==> src/rtl/fifo_defs.sv <==
// Shared FIFO definitions: default widths and the output-stage state encoding.
// The write-side controller uses the same header.
package fifo_defs;

    localparam int FIFO_DATA_WIDTH = 8;
    localparam int FIFO_ADDR_WIDTH = 8;
    localparam int PTR_W           = FIFO_ADDR_WIDTH + 1;

    typedef enum logic {
        IDLE = 1'b0,
        HOLD = 1'b1
    } ostate_t;

endpackage

==> src/rtl/fifo_read_port.sv <==
// FIFO read-side controller: owns rd_ptr, drives RAM port 0 (combinational read)
// and presents the head word from a one-entry output register on a valid/ready stream.
module fifo_read_port
    import fifo_defs::*;
#(
    parameter int DATA_WIDTH = FIFO_DATA_WIDTH,
    parameter int ADDR_WIDTH = FIFO_ADDR_WIDTH
) (
    input  logic                  clk,
    input  logic                  reset,
    input  logic [ADDR_WIDTH:0]   wr_ptr,
    input  logic [DATA_WIDTH-1:0] ram_data,
    input  logic                  out_ready,
    input  logic                  flush,
    output logic [ADDR_WIDTH-1:0] ram_addr,
    output logic [ADDR_WIDTH:0]   rd_ptr,
    output logic [DATA_WIDTH-1:0] out_data,
    output logic                  out_valid,
    output logic                  empty,
    output logic [ADDR_WIDTH:0]   level
);

    ostate_t state, state_next;
    logic    load;

    // Pointers carry a wrap bit, so equality means empty and the difference
    // reaches 2**ADDR_WIDTH when the RAM is full.
    assign empty    = (rd_ptr == wr_ptr);
    assign level    = wr_ptr - rd_ptr;
    assign ram_addr = rd_ptr[ADDR_WIDTH-1:0];
    assign load     = !empty && (!out_valid || out_ready);

    always_ff @(posedge clk) begin
        if (reset)
            state <= IDLE;
        else
            state <= state_next;
    end

    always_comb begin
        state_next = state;
        if (flush)
            state_next = IDLE;
        else if (load)
            state_next = HOLD;
        else if (state == HOLD && out_ready)
            state_next = IDLE;
    end

    always_comb begin
        out_valid = (state == HOLD);
    end

    // Flush resyncs to the pre-edge wr_ptr, so a word written on the same edge survives.
    always_ff @(posedge clk) begin
        if (reset) begin
            rd_ptr   <= '0;
            out_data <= '0;
        end else if (flush) begin
            rd_ptr   <= wr_ptr;
        end else if (load) begin
            rd_ptr   <= rd_ptr + 1'b1;
            out_data <= ram_data;
        end
    end

endmodule

==> config.mk <==
export PLATFORM = sky130hd
export DESIGN_NAME = fifo_read_port
export DESIGN_NICKNAME = d
export VERILOG_FILES = /design/src/rtl/fifo_defs.sv /design/src/rtl/fifo_read_port.sv
export SDC_FILE = /design/constraint.sdc
export NUM_CORES = 1
export LEC_CHECK = 0
export ABC_CLOCK_PERIOD_IN_PS = 2540
export CAP_MARGIN = 20
export CORE_MARGIN = 1.5
export CORE_UTILIZATION = 37
export CTS_CLUSTER_DIAMETER = 50
export DETAILED_ROUTE_END_ITERATION = 8
export GPL_ROUTABILITY_DRIVEN = 0
export GPL_TIMING_DRIVEN = 0
export MAX_ROUTING_LAYER = met4
export PLACE_DENSITY = 0.81
export SETUP_SLACK_MARGIN = 0.02
export SYNTH_ARGS = -nofsm -noshare
export SYNTH_HDL_FRONTEND = slang
export SYNTH_SLANG_ARGS = --single-unit
==> constraint.sdc <==
create_clock -name clk -period 2.54 [get_ports clk]
set_input_delay 0.508 -clock clk [delete_from_list [all_inputs] [get_ports clk]]
set_output_delay 0.508 -clock clk [all_outputs]
set_load 0.05 [all_outputs]
# --- Yosys cells after proc, flatten, opt, wreduce, memory -nomap -nowiden ---
# Index checks and enable logic that the tools add are counted.
word_totals:
  ff_bits: 18
  inputBits: 21
  word_cells: 20
classes:
  add_sub_neg: 2
  eq_ne: 1
  n_mux: 4
  bitwise_logic: 1
  reduce_logical: 9
ops:
  columns: ["op", "count"]
  rows:
  - ["9-bit 2-to-1 mux", 2]
  - ["9-bit by 1-bit adder with 9-bit output, second input constant", 1]
  - ["9-bit equality test", 1]
  - ["9-bit subtractor", 1]
  - ["2-bit nonzero test", 2]
  - ["1-bit logical AND", 2]
  - ["1-bit logical NOT", 2]
  - ["1-bit 2-to-1 mux", 2]
  - ["2-bit AND reduction", 1]
  - ["2-bit OR reduction", 1]
  - ["1-bit logical OR", 1]
  - ["1-bit NOT", 1]

# --- Depth between registers and ports, before layout ---
depth:
  ltp_word: 5
  mapped_depth: 9
  depth_no_buf: 8

# --- Least setup slack after synthesis ---
# OpenSTA, ideal clock, no wires.
synth_path:
  path_kind: "register -> output"
  startpoint: "reg rd_ptr[5]"
  endpoint: "out empty"
  t_arrival_ns: 3.095
  t_required_ns: 2.032
  path_slack_ns: -1.063
  stages_incl_launch_ff: 5
  path_cell_list: "dfxtp_1 > inv_1 > ha_1 > nand4_4 > nor4_1"
synth_via:
  elab_chain_cells: 1
synth_rtl:
  columns: ["item", "line", "source"]
  rows:
  - ["start: declaration", "fifo_read_port.sv:16", "output logic [ADDR_WIDTH:0] rd_ptr,"]
  - ["start signal: assignment", "fifo_read_port.sv:60", "rd_ptr <= wr_ptr;"]
  - ["start signal: assignment", "fifo_read_port.sv:62", "rd_ptr <= rd_ptr + 1'b1;"]
  - ["9-bit equality test", "fifo_read_port.sv:28", "assign empty = (rd_ptr == wr_ptr);"]
  - ["end: declaration", "fifo_read_port.sv:19", "output logic empty,"]
# Every way passes these cells.

# --- Final worst setup path ---
layout_path:
  startpoint: "in wr_ptr[7]"
  endpoint: "out level[8]"
layout_via:
  elab_chain_cells: 1
layout_rtl:
  columns: ["item", "line", "source"]
  rows:
  - ["start: declaration", "fifo_read_port.sv:11", "input logic [ADDR_WIDTH:0] wr_ptr,"]
  - ["9-bit subtractor", "fifo_read_port.sv:29", "assign level = wr_ptr - rd_ptr;"]
  - ["end: declaration", "fifo_read_port.sv:20", "output logic [ADDR_WIDTH:0] level"]
# Every way passes these cells.

==> flow_summary.ini <==
[drt]
post-route-drc-count = 0
drt_first_pass_iters = 4
num_vias = 1478
wirelength_microns = 4010
routed_length_per_instance_microns = 13.3
drt_iter0_markers = 89
viasPerCell = 4.89
ant_nets = 0

[timing]
finalSetupViolCount = 0
grt_setup_unrepaired = true
report.final.slew_viol_count = 0
finClkSkew_ns = 0.00272
setup_total_neg_slack_ns = 0
hold_ws_ns = 0.453
hold_viol_final = 0
max-slew-margin-rel_pct = 57.0
time_the_final_worst_path_needs_with_i_o_delays_and_setup_ns = 2.50
fin_ws_ns = 0.0435
timing.final.crit_share_pct = 98.3
clock.fmax_mhz = 401
worst_slew_pin_tran_ns = 0.645

[cts]
postCtsHoldBufs = 0
cts-buffers-inserted = 3
clockBufferDepth = 2
htree_num_levels = 1
cts_root_buffer = sky130_fd_sc_hd__clkbuf_8
clkSinkCount = 18
tritoncts_clock_tree = done
clk_slew_on_worst_s_h_paths_ns = 0.07
clk-insertion-delay-late_ns = 0.25

[logic_synthesis]
postSynthRegisterBits = 18
synth_warnings = 0
synth_ff_type = sky130_fd_sc_hd__dfxtp_1
synth_cell_type_count = 40
async_reset_ff_share_pct = 0
synth_seq_area_share_pct = 25.7
synth_enable_flop_cells = 0
synthesis.area_per_instance_sq_um = 8.11
netlist_area_sq_mm = 0.00140
synth_cells = 173
mappedNetlistNets = 204

[final_layout]
share_of_layout_cells_above_drive_strength_1_pct = 38.2
most_common_cell_after_layout_fill_and_taps_aside = sky130_fd_sc_hd__clkdlybuf4s50_1
final_cell_mix = 38 x sky130_fd_sc_hd__clkdlybuf4s50_1, 29 x sky130_fd_sc_hd__buf_4, 24 x sky130_fd_sc_hd__nand2_1
final_stage_net_count = 286
antenna_diode_count = 0
area_growth_syn_to_layout_pct = 77.5
final_instance_count_excl_fillers = 302

[grt]
antenna_found_initial = 0
grt_max_degree = 11
grtUsageMet2_pct = 36.8
globalRouteMet1Util_pct = 22.9
gr_busiest_metal = met2
first_global_vias = 1442
global_route.usage.total_pct = 20.4
global_route.overflow_total = 0
globalRouteMet3Util_pct = 4.69
grt_pass1_wl_microns = 6550

[critical_path]
critPathRequiredTime_ns = 2.03
critical_path_class = in2out
reg2reg_slack_ns = 0.29
crit_fanout = 5
worst_ep_arrival_time_ns = 1.99
endpoint_kind = output pin
worstSetupStartpointType = input port

[flow_run]
maxCapViolCount = 0

[place]
detailed_place_hpwl_microns = 2710
worst_setup_slack_before_clock_tree_synthesis_ns = -1.19
io_buffer_count = 55
cell_total_after_placement = 276

[floorplanning]
dieHeight_microns = 64.6
die_x_microns = 64.6
dieArea_sq_mm = 0.00417
floorplan.rows = 22
floorplan.core_area_sq_mm = 0.00366
ios = 57
initial_core_util_pct = 38.3

[power_and_ir_drop]
power.ir.vdd_worst_v = 0.000294
p_per_area_mw_per_mm2 = 520
p_leak_nw = 0.996

[status]
outcome = finished, final reports clean

[min_path]
holdCritPathClass = reg2reg
[per-stage QoR]
stage	power, W	util, %	instance area (sq um)
final	0.00130	68.1	2490
after floorplan	0.000777	-	1510
after global placement	0.000954	57.8	2120
after global routing	0.00136	68.1	2490
after detailed placement	0.000963	57.8	2120
after CTS	0.00128	67.5	2470
[path summary, 6_finish.rpt]
check               from          end  cells past startpoint
max            wr_ptr[7]     level[8]                      7
min          out_data[5]  out_data[5]                      2
max reg2reg    rd_ptr[4]    rd_ptr[8]                      8
min reg2reg  out_data[5]  out_data[5]                      2
[worst max-delay path, cell delays in order]
cell and delay, ns:
sky130_fd_sc_hd__dlygate4sd2_1 0.25, sky130_fd_sc_hd__ha_1 0.28, sky130_fd_sc_hd__clkbuf_8 0.16, sky130_fd_sc_hd__buf_4 0.15, sky130_fd_sc_hd__a211oi_4 0.30, sky130_fd_sc_hd__xor2_4 0.17, sky130_fd_sc_hd__buf_6 0.17
[cells in the mapped netlist, types with 2 or more instances]
cell | number | area, sq um
sky130_fd_sc_hd__nand3b_1 | 2 | 15.0
sky130_fd_sc_hd__o21a_1 | 8 | 60.1
sky130_fd_sc_hd__nand2_1 | 25 | 93.8
sky130_fd_sc_hd__nor3_1 | 3 | 15.0
sky130_fd_sc_hd__buf_4 | 8 | 60.1
sky130_fd_sc_hd__nor2b_1 | 3 | 18.8
sky130_fd_sc_hd__a21oi_1 | 20 | 100
sky130_fd_sc_hd__clkbuf_1 | 3 | 11.3
sky130_fd_sc_hd__ha_1 | 9 | 113
sky130_fd_sc_hd__o2111ai_1 | 2 | 17.5
sky130_fd_sc_hd__a211oi_1 | 3 | 22.5
sky130_fd_sc_hd__mux2i_1 | 2 | 20.0
sky130_fd_sc_hd__xor2_1 | 3 | 26.3
sky130_fd_sc_hd__nor2_1 | 11 | 41.3
sky130_fd_sc_hd__inv_1 | 21 | 78.8
sky130_fd_sc_hd__dfxtp_1 | 18 | 360
sky130_fd_sc_hd__xnor2_1 | 9 | 78.8
[area by class of cell]
type,instances,area (sq um)
fillers,279,1170
multi-input cells,120,1110
repair buffers,77,698
flip-flops and latches,18,383
plain buffers,14,93.8
inverters,21,91.3
well taps,48,60.1
clock buffers,4,55.1
[sequential cells by signal, summed over array words and instances, names as in the netlist]
register / cells
rd_ptr: 9
out_data: 8
out_valid: 1
[cells by family (layout without fill, tap and decap cells)]
group / Yosys count / after routing / synth area share [%]
AND/OR/NAND/NOR: 53 / 53 / 21.6
XOR/XNOR: 13 / 13 / 8.65
multiplexers: 2 / 2 / 1.43
AO/OA/AOI/OAI: 42 / 42 / 21.6
flip-flops: 18 / 18 / 25.7
buffers and inverters: 35 / 116 / 11.7
adder cells (fa/ha/maj): 10 / 10 / 9.45
[where the power goes]
group | leakage [nW] | internal (W) | switching (W) | total (W)
Sequential | 0.153 | 0.000302 | 0.0000162 | 0.000318
Combinational | 0.815 | 0.000303 | 0.000444 | 0.000746
Clock | 0.0288 | 0.000138 | 0.0000948 | 0.000233
[routing by layer]
| layer | wire length [microns] | vias up |
|---|---|---|
| met3 | 209 | 6 |
| met2 | 2130 | 52 |
| li1 | - | 740 |
| met4 | 55 | 0 |
| met1 | 1610 | 680 |
| met5 | 0 | - |
[what timing repair did]
action / in CTS / in global routing
endpoints found under the setup margin: 13 / 6
gates cloned: 0 / 0
pin swaps: 15 / 12
resized for setup: 90 / 13
setup buffers: 21 / 1
No activity file was read; power rests on OpenSTA's default activity.
